`src/rtl/mem_bus_responder.sv`:
```
// mem_bus_responder: byte-serial memory responder for an 8-bit core bus.
// Two-byte (high first) PC / MAR / MDR values arrive on core_bus; a PC
// triggers a 4-byte instruction fetch, MAR without MDR a 2-byte load, and
// MAR followed by MDR a store. A host preload port writes memory directly.
// Optional build macro RESP_STATS_EN enables saturating transaction counters.
//
// state     | meaning
// ----------+--------------------------------------------------------------
// IDLE      | waiting for a PC or MAR high byte
// PC_LO     | PC high byte held, expecting PC low byte
// MAR_LO    | MAR high byte held, expecting MAR low byte
// ADDR_WAIT | MAR complete; MDR high byte means store, no select means load
// MDR_LO    | data high byte held, expecting data low byte (store commits)
// SEND      | streaming fetch (4) or load (2) bytes back on in_bus
module mem_bus_responder #(
    parameter int DEPTH = 256
) (
    input  logic        clk,
    input  logic        rst,
    input  logic [7:0]  core_bus,
    input  logic        bus_pc,
    input  logic        bus_mar,
    input  logic        bus_mdr,
    input  logic        halt,
    output logic [7:0]  in_bus,
    output logic        ard_data_ready,
    output logic        ard_receive_ready,
    input  logic        ld_we,
    input  logic [15:0] ld_addr,
    input  logic [15:0] ld_data,
    output logic        proto_err,
    output logic [15:0] fetch_cnt,
    output logic [15:0] load_cnt,
    output logic [15:0] store_cnt
);

    localparam int AW = (DEPTH > 1) ? $clog2(DEPTH) : 1;

    typedef enum logic [2:0] {
        IDLE,
        PC_LO,
        MAR_LO,
        ADDR_WAIT,
        MDR_LO,
        SEND
    } state_t;

    state_t         state;
    state_t         state_nxt;

    logic [15:0]    mem [DEPTH];

    logic [15:0]    pc_q;
    logic [15:0]    mar_q;
    logic [7:0]     dat_hi_q;
    logic           is_fetch_q;
    logic [1:0]     send_left;
    logic           rst_done;

    logic [2:0]     sel;
    logic           ld_pc_hi;
    logic           ld_pc_lo;
    logic           ld_mar_hi;
    logic           ld_mar_lo;
    logic           ld_dat_hi;
    logic           store_commit;
    logic           start_fetch;
    logic           start_load;
    logic           set_err;

    logic [1:0]     byte_idx;
    logic [15:0]    rd_addr;
    logic [15:0]    rd_word;
    logic           unused_bits;

    assign sel = {bus_pc, bus_mar, bus_mdr};

    // State register; reset returns to IDLE.
    always_ff @(posedge clk) begin
        if (!rst) begin
            state <= IDLE;
        end else begin
            state <= state_nxt;
        end
    end

    // Next-state decode and capture/commit strobes. Halt overrides everything
    // without flagging an error; sampling is suppressed until the first edge
    // after reset release.
    always_comb begin
        state_nxt    = state;
        ld_pc_hi     = 1'b0;
        ld_pc_lo     = 1'b0;
        ld_mar_hi    = 1'b0;
        ld_mar_lo    = 1'b0;
        ld_dat_hi    = 1'b0;
        store_commit = 1'b0;
        start_fetch  = 1'b0;
        start_load   = 1'b0;
        set_err      = 1'b0;
        if (halt) begin
            state_nxt = IDLE;
        end else if (rst_done) begin
            case (state)
                IDLE: begin
                    if (sel == 3'b100) begin
                        ld_pc_hi  = 1'b1;
                        state_nxt = PC_LO;
                    end else if (sel == 3'b010) begin
                        ld_mar_hi = 1'b1;
                        state_nxt = MAR_LO;
                    end else if (sel != 3'b000) begin
                        set_err   = 1'b1;
                    end
                end
                PC_LO: begin
                    if (sel == 3'b100) begin
                        ld_pc_lo    = 1'b1;
                        start_fetch = 1'b1;
                        state_nxt   = SEND;
                    end else begin
                        set_err   = 1'b1;
                        state_nxt = IDLE;
                    end
                end
                MAR_LO: begin
                    if (sel == 3'b010) begin
                        ld_mar_lo = 1'b1;
                        state_nxt = ADDR_WAIT;
                    end else begin
                        set_err   = 1'b1;
                        state_nxt = IDLE;
                    end
                end
                ADDR_WAIT: begin
                    if (sel == 3'b001) begin
                        ld_dat_hi = 1'b1;
                        state_nxt = MDR_LO;
                    end else if (sel == 3'b000) begin
                        start_load = 1'b1;
                        state_nxt  = SEND;
                    end else begin
                        set_err   = 1'b1;
                        state_nxt = IDLE;
                    end
                end
                MDR_LO: begin
                    if (sel == 3'b001) begin
                        store_commit = 1'b1;
                    end else begin
                        set_err = 1'b1;
                    end
                    state_nxt = IDLE;
                end
                SEND: begin
                    if (send_left == 2'd0) begin
                        state_nxt = IDLE;
                    end
                end
                default: state_nxt = IDLE;
            endcase
        end
    end

    // Address/data capture, send down-counter and sticky error flag.
    always_ff @(posedge clk) begin
        if (!rst) begin
            rst_done   <= 1'b0;
            pc_q       <= '0;
            mar_q      <= '0;
            dat_hi_q   <= '0;
            is_fetch_q <= 1'b0;
            send_left  <= '0;
            proto_err  <= 1'b0;
        end else begin
            rst_done <= 1'b1;
            if (ld_pc_hi)  pc_q[15:8]  <= core_bus;
            if (ld_pc_lo)  pc_q[7:0]   <= core_bus;
            if (ld_mar_hi) mar_q[15:8] <= core_bus;
            if (ld_mar_lo) mar_q[7:0]  <= core_bus;
            if (ld_dat_hi) dat_hi_q    <= core_bus;
            if (start_fetch) begin
                is_fetch_q <= 1'b1;
                send_left  <= 2'd3;
            end else if (start_load) begin
                is_fetch_q <= 1'b0;
                send_left  <= 2'd1;
            end else if (state == SEND && send_left != 2'd0) begin
                send_left  <= send_left - 2'd1;
            end
            if (set_err) proto_err <= 1'b1;
        end
    end

    // Memory write port: a core store beats a same-edge host preload. Memory
    // is never cleared, and a store landing on a reset edge is dropped.
    always_ff @(posedge clk) begin
        if (store_commit && rst) begin
            mem[mar_q[AW-1:0]] <= {dat_hi_q, core_bus};
        end else if (ld_we) begin
            mem[ld_addr[AW-1:0]] <= ld_data;
        end
    end

    // Read side: byte position within the burst counts up as send_left
    // counts down; bit 1 selects the second word of a fetch.
    assign byte_idx = (is_fetch_q ? 2'd3 : 2'd1) - send_left;
    assign rd_addr  = (is_fetch_q ? pc_q : mar_q) + {15'd0, byte_idx[1]};
    assign rd_word  = mem[rd_addr[AW-1:0]];

    assign ard_data_ready    = (state == SEND);
    assign ard_receive_ready = rst_done && (state != SEND);
    assign in_bus            = ard_data_ready ? (byte_idx[0] ? rd_word[7:0] : rd_word[15:8]) : 8'h00;

    // Address bits above the memory index are intentionally ignored.
    assign unused_bits = ^{rd_addr, ld_addr};

`ifdef RESP_STATS_EN
    // Saturating transaction counters.
    always_ff @(posedge clk) begin
        if (!rst) begin
            fetch_cnt <= '0;
            load_cnt  <= '0;
            store_cnt <= '0;
        end else begin
            if (start_fetch && fetch_cnt != 16'hFFFF) fetch_cnt <= fetch_cnt + 16'd1;
            if (start_load && load_cnt != 16'hFFFF)   load_cnt  <= load_cnt + 16'd1;
            if (store_commit && store_cnt != 16'hFFFF) store_cnt <= store_cnt + 16'd1;
        end
    end
`else
    assign fetch_cnt = 16'h0000;
    assign load_cnt  = 16'h0000;
    assign store_cnt = 16'h0000;
`endif

endmodule

```
`config.mk`:
```
export PLATFORM = sky130hd
export DESIGN_NAME = mem_bus_responder
export DESIGN_NICKNAME = d
export VERILOG_FILES = /design/src/rtl/mem_bus_responder.sv
export SDC_FILE = /design/constraint.sdc
export NUM_CORES = 2
export LEC_CHECK = 0
export BUFFER_PORTS_ARGS = -buffer_cell sky130_fd_sc_hd__buf_2
export CORE_AREA = 2 2 806 808
export CTS_CLUSTER_SIZE = 24
export DETAILED_ROUTE_END_ITERATION = 6
export DIE_AREA = 0 0 808 810
export PLACE_DENSITY = 0.44
export SLEW_MARGIN = 0
export SYNTH_ARGS = -nofsm -noshare
export SYNTH_HDL_FRONTEND = slang
export SYNTH_SLANG_ARGS = --single-unit
```
`constraint.sdc`:
```
create_clock -name clk -period 10 [get_ports clk]
set_clock_uncertainty 0.1 [all_clocks]
set_input_delay 1 -clock clk [delete_from_list [all_inputs] [get_ports clk]]
set_output_delay 1 -clock clk [all_outputs]
set_load 0.03 [all_outputs]
```
; After elaboration in Yosys (flattened, before gate mapping)
; Memories as Yosys holds them, arrays and structs flattened.
; Index checks and enable logic that the tools add are counted.
[totals]
ff_bits = 32
mem_bits_rw = 4096
in_bits = 47
out_inout_bits = 59
elab_cells = 94
mem_count = 1
[classes]
add_sub_neg = 3
n_eq_ne = 11
muxes = 57
bitwise_logic = 1
n_reduce_logical = 13
[memory_table]
columns = name, depth, width, read_ports, rd_ports_with_merged_regs, wr, line
row1 = mem, 256, 16, 1, 0, 1, 51  ; logic [15:0] mem [DEPTH];
[op_table]
columns = cell, n
row1 = 1-bit two-way mux, 39
row2 = 8-bit two-way mux, 4
row3 = 3-bit two-way mux, 6
row4 = 16-bit two-way mux, 1
row5 = 16-bit OR reduction, 1
row6 = 3-bit case mux with 5 select lines, 1
row7 = 2-bit two-way mux, 5
row8 = "3-bit by 2-bit == test with 1-bit output, second input constant", 3
row9 = "3-bit == test, second input constant", 3
row10 = 8-bit by 1-bit adder with 8-bit output, 1
row11 = "3-bit by 1-bit == test with 1-bit output, second input constant", 2
row12 = 3-bit zero test, 2
row13 = "3-bit inequality test, second input constant", 2
row14 = 3-bit nonzero test, 2
row15 = 1-bit case mux with 5 select lines, 1
row16 = 2-bit nonzero test, 2
row17 = 1-bit logical AND, 3
row18 = 3-bit AND reduction, 1
row19 = 2-bit zero test, 1
row20 = "2-bit by 1-bit inequality test with 1-bit output, second input constant", 1
row21 = 2-bit OR reduction, 1
row22 = "2-bit by 1-bit subtractor with 2-bit output, second input constant", 1
row23 = 2-bit subtractor, 1
row24 = 1-bit inverter, 1

; Depth between registers and ports, before layout
[depth]
ltp_word = 10
ltp_mapped = 19
mapped_depth_nobuf = 12

; Worst setup path after synthesis
; No wires, ideal clock.
[synth_path]
path_kind = input -> register
from = input bus_mar
to = memory mem[0][10] (data pin)
setup_time_ps = 823
arrival_ps = 5643
t_required_ps = 9077
slack_ps = 3434
stages = 9
n_path_buf = 4
cell_sequence = clkbuf_1 > nor3_1 > nand3_1 > nand2_1 > clkbuf_1 > clkbuf_1 > clkbuf_1 > nand2_1 > nand2_1
[synth_via]
elab_chain_len = 10
[synth_lines]
columns = element, line
row1 = "start, declared", 22  ; input logic bus_mar,
row2 = 3-bit by 1-bit == test with 1-bit output, 148  ; if (sel == 3'b001) begin
row3 = 1-bit two-way mux, 148
row4 = 1-bit two-way mux, 104  ; case (state)
row5 = 1-bit two-way mux, 103  ; end else if (rst_done) begin
row6 = 1-bit two-way mux, 101  ; if (halt) begin
row7 = 1-bit logical AND, 198  ; if (store_commit && rst) begin
row8 = 1-bit two-way mux, 198
row9 = 1-bit two-way mux (not written as such), 201  ; mem[ld_addr[AW-1:0]] <= ld_data;
row10 = 16-bit OR reduction (no source line), n/a
row11 = 16-bit two-way mux (no source line), n/a
row12 = "end, declared", 51
; No other way between the ends.

; Final worst setup path
[layout_path]
from = register is_fetch_q
to = output in_bus[6]
[layout_via]
elab_chain_len = 6
[layout_lines]
columns = element, line
row1 = "start, declared", 56  ; logic is_fetch_q;
row2 = "start signal, assigned", 172  ; is_fetch_q <= 1'b0;
row3 = "start signal, assigned", 183  ; is_fetch_q <= 1'b1;
row4 = "start signal, assigned", 186  ; is_fetch_q <= 1'b0;
row5 = 2-bit two-way mux, 207  ; assign byte_idx = (is_fetch_q ? 2'd3 : 2'd1) - send_left;
row6 = 2-bit subtractor, 207
row7 = 8-bit by 1-bit adder with 8-bit output (*), 208  ; assign rd_addr = (is_fetch_q ? pc_q : mar_q) + {15'd0, byte_idx[1]};
row8 = memory read 256 x 16 bit (*), n/a
row9 = 8-bit two-way mux (*) (2 in a row), 213  ; assign in_bus = ard_data_ready ? (byte_idx[0] ? rd_word[7:0] : rd_word[15:8]) : 8'h00;
row10 = "end, declared", 25  ; output logic [7:0] in_bus,
; Mark *: on every way between the ends. The rest lies on a longest branch, timed or not.

==> impl_metrics.ini <==
[floorplanning]
fp.coreArea_um2 = 647000
num_rows = 296
die_w_um = 808
io_pins = 106
die_h_um = 810
start_util = 0.249
die-area_um2 = 654000

[synthesis]
synth-simple-area-share = 0.0441
synth_top_family_by_area = multiplexers
muxShareOfSynthArea = 0.154
synth_fa_ha_area_frac = 0.000233
ys_ff_latch = 4128
synth-xor-area-share = 0.000536
synthDominantCellAreaShare = 0.764
seq_area_frac_synth = 0.768
synth_top_cell_by_area = edfxtp_1
synth.cell_area_um2 = 161000
ys_warn_count = 0
synth_compound_area_frac = 0.0144
netlist_top_cells_area = edfxtp_1 76%, mux4_2 15%, nand2_1 2.1%
synth_enable_flop_cells = 4096
syn_avg_cell_area_um2 = 20.6
synth_cells = 7807
yosysUniqueCellTypes = 72
ys_async_sr_fraction = 0
synth_ff_type = edfxtp_1

[status]
status = finished with violations
violations = max-slew violations

[sta]
rsz0062_at_grt = no
max_freq_mhz = 110
maxSlewViolCount = 99
fin_crit_ns = 9.09
relSlewSlack = -0.153
tightest_slew_ns = 1.73
min_period_over_period = 0.909
hold_viol = 0
setup_violations = 0
timing.setup.tns_ns = 0

[drt]
drt-pass1-iter-count = 6
wire_per_inst_um = 29.0
first_iter_violations = 9882
drc = 0
vias_per_cell = 4.70
drt_wl_total_um = 503000
ant_nets = 0
dr_total_vias = 81400

[global_routing]
grt_pass1_vias = 82400
grt-ovfl-total = 0
track_usage = 0.149
grt_pass1_wl_um = 689000
grt_max_degree = 186
antenna_found_initial = 54

[place]
dpl.hpwl_um = 306000
place_congestion = 0.797
io_buffers = 49
placed_area_um2 = 174000

[flow_run]
maxCapViolCount = 0

[setup_path]
critPathKind = reg -> out
cp_data_arrival_time_ns = 7.99
crit_path_cell_trace = mux2_2 -> ha_4 -> ha_4 -> nand4_2 -> nand3_2 -> nand2_8 -> buf_4 -> mux2i_1 -> a211oi_1 -> a311oi_1 -> nand3_1 -> o21ai_0 -> nor3_2 -> buf_2
slowest_delay_ns = 1.12
critical_path.most_common_cell = ha_4
crit_slowest_cell = a211oi_1
cp-start-kind = flop
cp.required_ns = 8.90
cp-end-kind = primary output
cp_max_fo = 48

[finish]
utilization = 0.291
area_growth_syn_to_layout_pct = 17.0
design_area_um2 = 188000
drive_above_1_share = 0.270
nets = 8334

[power]
power_density_nw_per_um2 = 192
leakage_nw = 54.4
irDropWorstVdd_mv = 0.141

[clock_network]
htreeDepth = 5
clock_sinks = 4128
cts_tree = yes
clk_latency_ns = 1.01
cts_made_buffers = 443
path_clk_slew_ns = 0.06
cts_max_path_buffers = 4
clockRootBuffer = clkbuf_16
postCtsSetupRepairBufs = 0

[min_path]
holdCritPathClass = in -> reg
==> cell families (layout without fill, tap and decap cells) <==
family / after synthesis / after routing
adder cells (fa/ha/maj): 3 / 3
XOR/XNOR: 9 / 9
AO/OA/AOI/OAI: 323 / 323
AND/OR/NAND/NOR: 1670 / 1670
flip-flops: 4128 / 4128
buffers and inverters: 505 / 1307
other: 1 / 69
multiplexers: 1168 / 1168
==> final timing paths <==
check	startpoint	end	slack (ns)	cells past startpoint
min reg2reg	proto_err$_SDFFE_PN0P_	proto_err$_SDFFE_PN0P_	0.40	2
max	is_fetch_q$_SDFFE_PN0P_	in_bus[6]	0.91	14
max reg2reg	rst_done$_DFF_P_	mem[41][11]$_DFFE_PP_	4.63	9
min	core_bus[0]	pc_q[0]$_SDFFE_PN0P_	0.23	3
==> layout by cell type, fill, tap and decap left out, types with 7 or more instances in the layout <==
master,instances
clkbuf_16,448
clkinv_2,79
conb_1,48
edfxtp_1,4096
mux2i_1,116
buf_2,49
diode_2,21
and3_1,52
buf_12,45
mux4_2,1044
dfxtp_1,32
clkinv_4,7
clkinv_1,104
nand2_1,867
o211ai_1,10
o21ai_0,33
nor3_1,8
a211oi_1,17
nand3_1,309
or3_1,9
nand4_1,20
nor2_2,121
nor2_1,200
o2111ai_1,7
clkbuf_1,84
buf_4,384
a21oi_1,51
clkinvlp_4,24
nand2_4,16
o311a_1,7
bufinv_16,47
nand3b_1,18
inv_1,8
a32oi_1,42
nand2b_1,8
a31oi_1,58
o22ai_1,13
a311oi_1,37
==> critical path, delay by kind of cell, from the launching register on <==
| kind | cells | cell delay [ns] |
|---|---|---|
| and+or+nand+nor | 5 | 2.51 |
| buffers and inverters | 2 | 0.72 |
| adders and majority gates | 2 | 0.39 |
| muxes | 2 | 0.83 |
| AOI/OAI and AO/OA | 3 | 1.53 |
| DFF | 1 | 0.89 |
==> registers in the layout, indices dropped and copies added, names as in the netlist <==
| register | count |
|---|---|
| rst_done | 1 |
| state | 3 |
| dat_hi_q | 8 |
| mar_q | 8 |
| pc_q | 8 |
| proto_err | 1 |
| mem | 4096 |
| is_fetch_q | 1 |
| send_left | 2 |
==> report_power, final <==
| group | internal (mW) | switching (mW) |
|---|---|---|
| clock | 9.44 | 6.95 |
| sequential | 19.1 | 0.00619 |
| combinational | 0.0709 | 0.560 |
| total | 28.6 | 7.52 |
==> per-layer routing <==
layer,up-vias,track usage,wire (um),share of wire
met5,-,0,25,0.000050
met4,6,0.0410,14300,0.028
met3,572,0.0284,36200,0.072
met2,3031,0.240,236000,0.47
met1,44800,0.206,216000,0.43
li1,33000,-,-,-
==> repair_timing <==
action	in CTS	in global routing
setup endpoints to repair	0	0
resized for setup	0	0
hold endpoints to repair	1	0
hold buffers	1	0
==> cells in the mapped netlist (all sizes together), types with 9 or more instances <==
| library cell | number |
|---|---|
| nor2 | 323 |
| o22ai | 13 |
| mux4 | 1044 |
| and3 | 52 |
| a31oi | 58 |
| a211oi | 20 |
| o21ai | 34 |
| a21oi | 54 |
| nor3 | 10 |
| clkbuf | 119 |
| nand2 | 885 |
| mux2i | 118 |
| nand3b | 18 |
| buf | 378 |
| nand3 | 318 |
| edfxtp | 4096 |
| and2 | 9 |
| or3 | 9 |
| a32oi | 42 |
| a311oi | 37 |
| dfxtp | 32 |
| o211ai | 10 |
| nand4 | 21 |
==> layout make-up <==
class | count | area (um2)
clock buffers | 534 | 11600
inverters | 8 | 30.0
diodes | 21 | 52.6
flip-flops and latches | 4128 | 124000
clock inverters | 283 | 2850
multi-input cells | 3221 | 35200
repair buffers | 482 | 4100
fillers | 63300 | 459000
well taps | 8642 | 10800
==> stage by stage <==
stage	std cells	setup WS [ns]	power (mW)	hold slack [ns]
floorplan	7854	3.43	19.9	0.358
global placement	16500	2.23	20.1	0.379
detailed placement	16500	2.12	20.1	0.384
CTS	17300	0.983	36.5	0.134
global route	17300	0.761	37.2	0.200
finish	17300	0.912	36.1	0.233
(Power assumes the default switching activity.)
